<file path="config.mk">
export PLATFORM = sky130hd
export DESIGN_NAME = instruction_fetch_stage
export DESIGN_NICKNAME = d
export VERILOG_FILES = /design/src/rtl/ifetch_pkg.sv /design/src/rtl/instruction_fetch_stage_pc_register.sv /design/src/rtl/instruction_fetch_stage.sv
export SDC_FILE = /design/constraint.sdc
export NUM_CORES = 1
export LEC_CHECK = 0
export CAP_MARGIN = 20
export CORE_ASPECT_RATIO = 1.25
export CORE_MARGIN = 1
export CORE_UTILIZATION = 51
export CTS_CLUSTER_SIZE = 14
export DETAILED_ROUTE_END_ITERATION = 6
export HOLD_SLACK_MARGIN = 0.1
export PLACE_DENSITY = 0.87
export SLEW_MARGIN = 20
export SYNTH_ARGS = -nofsm -noshare
export SYNTH_HDL_FRONTEND = slang
export SYNTH_SLANG_ARGS = --single-unit
</file>
<file path="constraint.sdc">
create_clock -name clk -period 3.14 [get_ports clk]
set_input_delay 0.471 -clock clk [delete_from_list [all_inputs] [get_ports clk]]
set_output_delay 0.471 -clock clk [all_outputs]
set_load 0.005 [all_outputs]
</file>
<file path="src/rtl/ifetch_pkg.sv">
// Purpose : shared types and constants for the instruction fetch stage.
// Latency : n/a (definitions only).
// Backpressure: n/a.
package ifetch_pkg;

  // FETCH: request outstanding at pc.
  // HOLD : word captured, waiting for the pipeline to accept it.
  // FLUSH: redirect pending behind an in-flight request.
  typedef enum logic [1:0] {
    FETCH = 2'd0,
    HOLD  = 2'd1,
    FLUSH = 2'd2
  } state_t;

  localparam logic [31:0] INSTR_NOP = 32'h0000_0000;
  localparam logic [31:0] PC_STEP   = 32'd4;

  // Instruction addresses are word aligned; the low two bits are dropped.
  function automatic logic [31:0] align_pc(input logic [31:0] addr);
    return addr & ~32'h0000_0003;
  endfunction

endpackage

</file>
<file path="src/rtl/instruction_fetch_stage_pc_register.sv">
// Purpose : 32-bit program counter with synchronous reset, load enable and word alignment.
// Latency : q updates on the rising edge after load=1.
// Backpressure: none; holds its value while load=0.
// Ports   : clk, rst (sync, active-high), load, d (next pc), q (current pc).
module pc_register
  import ifetch_pkg::*;
#(
  parameter logic [31:0] RESET_PC = 32'h0000_0000
) (
  input  logic        clk,
  input  logic        rst,
  input  logic        load,
  input  logic [31:0] d,
  output logic [31:0] q
);

  always_ff @(posedge clk) begin
    if (rst) begin
      q <= align_pc(RESET_PC);
    end else if (load) begin
      q <= align_pc(d);
    end
  end

endmodule

</file>
<file path="src/rtl/instruction_fetch_stage.sv">
// Purpose : IF stage; owns the PC, fetches from variable-latency imem, applies redirects and stalls.
// Latency : zero-wait memory gives one instruction per cycle; N wait cycles delay the strobe by N.
// Backpressure: PCWrite=0 parks a returned word in HOLD (no request issued) until the pipeline advances.
// Ports   : clk/rst; PCWrite, branchTaken, branchTarget from hazard unit/EX;
//           imemReq/imemAddr/imemReady/imemRdata to instruction memory;
//           instrOut/nextPC/IFIDControl to the IF/ID register.
module instruction_fetch_stage
  import ifetch_pkg::*;
#(
  parameter logic [31:0] RESET_PC = 32'h0000_0000
) (
  input  logic        clk,
  input  logic        rst,
  input  logic        PCWrite,
  input  logic        branchTaken,
  input  logic [31:0] branchTarget,
  output logic        imemReq,
  output logic [31:0] imemAddr,
  input  logic        imemReady,
  input  logic [31:0] imemRdata,
  output logic [31:0] instrOut,
  output logic [31:0] nextPC,
  output logic        IFIDControl
);

  state_t      state;
  state_t      state_nxt;
  logic [31:0] pc;
  logic [31:0] pc_d;
  logic        pc_load;
  logic [31:0] hold_instr;
  logic [31:0] redir_target;
  logic        hold_load;
  logic        redir_load;

  pc_register #(
    .RESET_PC (RESET_PC)
  ) u_pc (
    .clk  (clk),
    .rst  (rst),
    .load (pc_load),
    .d    (pc_d),
    .q    (pc)
  );

  // The request address is always the architectural pc; in FLUSH this is
  // deliberately the old pc so the outstanding request stays stable.
  assign imemAddr = pc;
  assign nextPC   = pc + PC_STEP;

  always_comb begin
    state_nxt   = state;
    pc_load     = 1'b0;
    pc_d        = pc + PC_STEP;
    hold_load   = 1'b0;
    redir_load  = 1'b0;
    imemReq     = 1'b0;
    IFIDControl = 1'b0;
    instrOut    = INSTR_NOP;

    case (state)
      FETCH: begin
        imemReq = 1'b1;
        if (imemReady) begin
          if (branchTaken) begin
            // Returned word belongs to the wrong path: drop it.
            pc_load = 1'b1;
            pc_d    = branchTarget;
          end else if (PCWrite) begin
            IFIDControl = 1'b1;
            instrOut    = imemRdata;
            pc_load     = 1'b1;
          end else begin
            hold_load = 1'b1;
            state_nxt = HOLD;
          end
        end else if (branchTaken) begin
          // Cannot abandon the in-flight request; remember where to go.
          redir_load = 1'b1;
          state_nxt  = FLUSH;
        end
      end

      HOLD: begin
        if (branchTaken) begin
          pc_load   = 1'b1;
          pc_d      = branchTarget;
          state_nxt = FETCH;
        end else if (PCWrite) begin
          IFIDControl = 1'b1;
          instrOut    = hold_instr;
          pc_load     = 1'b1;
          state_nxt   = FETCH;
        end
      end

      FLUSH: begin
        imemReq = 1'b1;
        if (branchTaken) begin
          redir_load = 1'b1;
        end
        if (imemReady) begin
          // A same-cycle redirect is newer than the stored one.
          pc_load   = 1'b1;
          pc_d      = branchTaken ? branchTarget : redir_target;
          state_nxt = FETCH;
        end
      end

      default: begin
        state_nxt = FETCH;
      end
    endcase

    if (rst) begin
      imemReq     = 1'b0;
      IFIDControl = 1'b0;
      instrOut    = INSTR_NOP;
    end
  end

  always_ff @(posedge clk) begin
    if (rst) begin
      state        <= FETCH;
      hold_instr   <= INSTR_NOP;
      redir_target <= 32'h0000_0000;
    end else begin
      state <= state_nxt;
      if (hold_load) begin
        hold_instr <= imemRdata;
      end
      if (redir_load) begin
        redir_target <= align_pc(branchTarget);
      end
    end
  end

endmodule

</file>
==> impl_results.md <==
- Status: completed
- Crit-path max FO: 7
- CTS tree: done
- Die width: approximately 94 um
- Cell Pwr Density: approximately 430 nW/um^2
- Remaining DRCs: 0
- DR vias/cell: 6.34
- Max VDD drop: 0.000357 V
- Register area: around 1900 um^2
- Area delta synth->final: 40.7%
- Syn Area/Cell: 7.45 um^2
- Non-filler cells, final: approximately 1000
- Synth Area in Compound Gates: 0.241
- Placed Area: roughly 7300 um^2
- RR Startpoint: state[1]
- Drt pass-1 iters: 5
- P_leak: 0.00266 uW
- Ant diodes: 0
- IO Pins: between 150 and 200
- Starting density of the core: 0.531
- Rel. slew slack: 0.291
- Routed WL: between 15 and 20 mm
- Worst Setup SP: u_pc.q[11]
- Max cap viols: 0
- Post-Syn Area: approximately 5500 um^2
- Initial antenna violation count: 0
- WL met2: between 9 and 10 mm
- Post-synthesis adder-cell area fraction: 0.00230
- Total number of vias: about 6500
- Tmin final: approximately 3.1 ns
- Worst Hold End: redir_target[3]
- Final Cycle Share: 0.987
- Fin Clk Skew: between 0.008 and 0.009 ns
- Worst-Skew Late Latency: around 0.36 ns
- Worst EP arrival: approximately 2.6 ns
- WS Path Type: register to primary output
- Tightest Pin Transition: 1.06 ns
- Overall Power: 3270 uW
- Yosys warning count: 0
- FMAX: about 320 MHz
- Die Y: roughly 120 um
- First-pass GRT wire length: ~31 mm
- Vias in the first global route: 6184
- Root Driver: clkbuf_16
- Post-Synthesis Cells: 732
- # clock sinks: 94
- Hold Path Class: register to register
- R2R Setup Slk: slightly below 0.8 ns
- Pin count of the biggest net entering global routing: 44
- Crit end category: primary output
- Final-report setup violation count: 0
- Dpl ws: around 0.11 ns
- Synth Area in XOR/XNOR: 0.0402
- Number of buffers created by CTS: 9
- Element type at the critical path start: register
- Max Slew Vio Count: 0
- Hold Path Stages: 2
- Largest family of logic cells by synthesized area: simple AND/OR/NAND/NOR gates
- Final nets: between 900 and 1000
- # rows: between 40 and 50
- Die area: roughly 11000 um^2
- Grt total ovfl: 0
- Placeable Area: 10300 um^2
- Worst flop-to-flop path endpoint: u_pc.q[13]
- Mux cell area share after synthesis: 0.0280
- Synthesized-area fraction occupied by and/or/nand/nor cells: 0.285
- R2R cell count: 5
- Clock buffer depth: 2
- Highest metal used: met4
- Routability cong.: 0.964
- Hold Crit Start: redir_target[3]
- CTS hold repair buffers: 0
- RSZ-0062 raised after global routing: true
- Final instance area: 7670 um^2
- Async set-reset flop share out of synthesis: 0
- DRT antenna net count: 0
- Post-synthesis register bit count: between 90 and 100
- Placed cell count: 1002
- Average routed wire per standard cell: 19.2 um
- CP required: about 2.7 ns
- Filler cells: 773
- Initial DRC Count: about 570
- Worst-path clk slew: about 0.07 ns
- Tot GR Track Use: 0.348
- Met3 wire length: 1.82 mm
- Buffers added on ports: 160
- Detail Placement HPWL: 14.0 mm
- Final hold violation count: 0
- H-tree level count: 3
- Final setup margin: 0.0413 ns
- Post-synthesis sequential area ratio: 0.345
- Met1 wire length: between 7 and 8 mm
- Post-synth cell types: 57
- Multi-input logic area: about 3300 um^2
- Layout cells sized above 1: 0.103
- Top_reg_cell synth: dfxtp_1
- EDFF count, synth: 0
==> metrics by stage <==
| stage | hold slack (ns) | TNS [ns] | util |
|---|---|---|---|
| global placement | 0.439 | 0 | 0.711 |
| floorplan | 0.431 | 0 | - |
| global route | 0.467 | -0.00222 | 0.747 |
| detailed placement | 0.442 | 0 | 0.711 |
| finish | 0.452 | 0 | 0.747 |
| CTS | 0.451 | 0 | 0.745 |
==> per-layer routing <==
| metal | GRT usage | up-vias |
|---|---|---|
| met2 | 0.571 | 405 |
| met4 | 0.207 | 0 |
| met3 | 0.0568 | 69 |
| li1 | - | 2952 |
| met1 | 0.421 | 3027 |
| met5 | 0 | - |
==> cells in the mapped netlist, types with 4 or more instances <==
library cell / count / share of area
a211oi_1: 5 / 0.0069
a21oi_1: 72 / 0.066
a221oi_1: 11 / 0.018
a22oi_1: 44 / 0.061
a31oi_1: 17 / 0.020
and2_1: 4 / 0.0046
and3_1: 8 / 0.0092
and4_1: 5 / 0.0080
buf_2: 9 / 0.0083
buf_4: 4 / 0.0055
clkbuf_1: 48 / 0.033
dfxtp_1: 94 / 0.35
inv_1: 13 / 0.0090
mux2_2: 10 / 0.021
mux2i_1: 4 / 0.0073
nand2_1: 150 / 0.10
nand2b_1: 7 / 0.0080
nand3_1: 20 / 0.018
nand3b_1: 6 / 0.0083
nand4_1: 20 / 0.023
nor2_1: 52 / 0.036
nor3_1: 8 / 0.0073
nor3b_1: 4 / 0.0055
nor4_1: 12 / 0.014
o211ai_1: 13 / 0.018
o21ai_0: 12 / 0.011
o311ai_0: 4 / 0.0064
or2_2: 6 / 0.0069
or4_1: 5 / 0.0069
xnor2_1: 19 / 0.031
xor2_1: 6 / 0.0096
==> registers in the layout, indices dropped and copies added (netlist names) <==
signal / count
hold_instr: 32
redir_target: 30
state: 2
u_pc.q: 30
==> cells in the final DEF (no fill, tap or decap), types with 3 or more instances in the layout <==
cell type and instances:
a221oi_1 11, mux2i_1 4, bufinv_16 3, nor4_1 11
and2_1 4, o31ai_1 3, nand2_1 150, a211oi_1 5
nor3_2 3, and3_1 8, o311ai_0 4, nand3b_1 6
dfxtp_1 92, a22oi_1 44, mux2_2 10, nand3_1 20
nand4_1 20, conb_1 4, nor3_1 6, or4_1 5
a31oi_1 17, buf_4 41, or2_2 6, nand2b_1 7
inv_1 13, o211ai_1 13, nor2_1 52, o2bb2ai_1 3
clkbuf_16 9, xnor2_1 19, xor2_1 6, a21oi_1 72
clkdlybuf4s50_1 158, nor2b_1 3, o21ai_0 12, and4_1 4
==> timing repair <==
action | 4_1_cts | 5_1_grt
setup endpoints to repair | 1 | 17
pin swaps | 1 | 1
cloned | 0 | 0
buffers inserted | 0 | 0
resized for setup | 0 | 6
==> logic make-up after synthesis <==
kind of cell	count (synthesis)
adders and majority gates	1
and+or+nand+nor	320
DFF	94
xor gates and xnor gates	25
buffers and inverters	77
AOI/OAI and AO/OA	200
muxes	14
other	1
==> how the worst max path moves through the flow <==
stage / endpoint / slack (ns)
floorplan: instrOut[10] / 0.88
global placement: IFIDControl / 0.21
detailed placement: instrOut[20] / 0.11
CTS: nextPC[23] / 0.03
global route: nextPC[27] / -0.001
finish: nextPC[27] / 0.04
==> cell type report <==
cell class                      instances  share of cell area
Clock buffer                           10              0.0299
Clock inverter                          6              0.0153
Inverter                               13             0.00636
Multi-Input combinational cell        564               0.431
Sequential cell                        94               0.246
Tap cell                              129              0.0210
Timing Repair Buffer                  202               0.250
==> worst max-delay path: stages (launching register included) <==
cell	delay, ns
dfxtp_1	0.47
nand4_1	0.39
nor4_4	0.46
and3_1	0.27
xnor2_1	0.14
clkdlybuf4s50_1	0.53
==> report_power, final <==
| group | internal [uW] | switching [uW] |
|---|---|---|
| Sequential | 1260 | 71.2 |
| Clock | 787 | 501 |
| Combinational | 334 | 315 |
| Total | 2380 | 888 |
(Power assumes the default switching activity.)
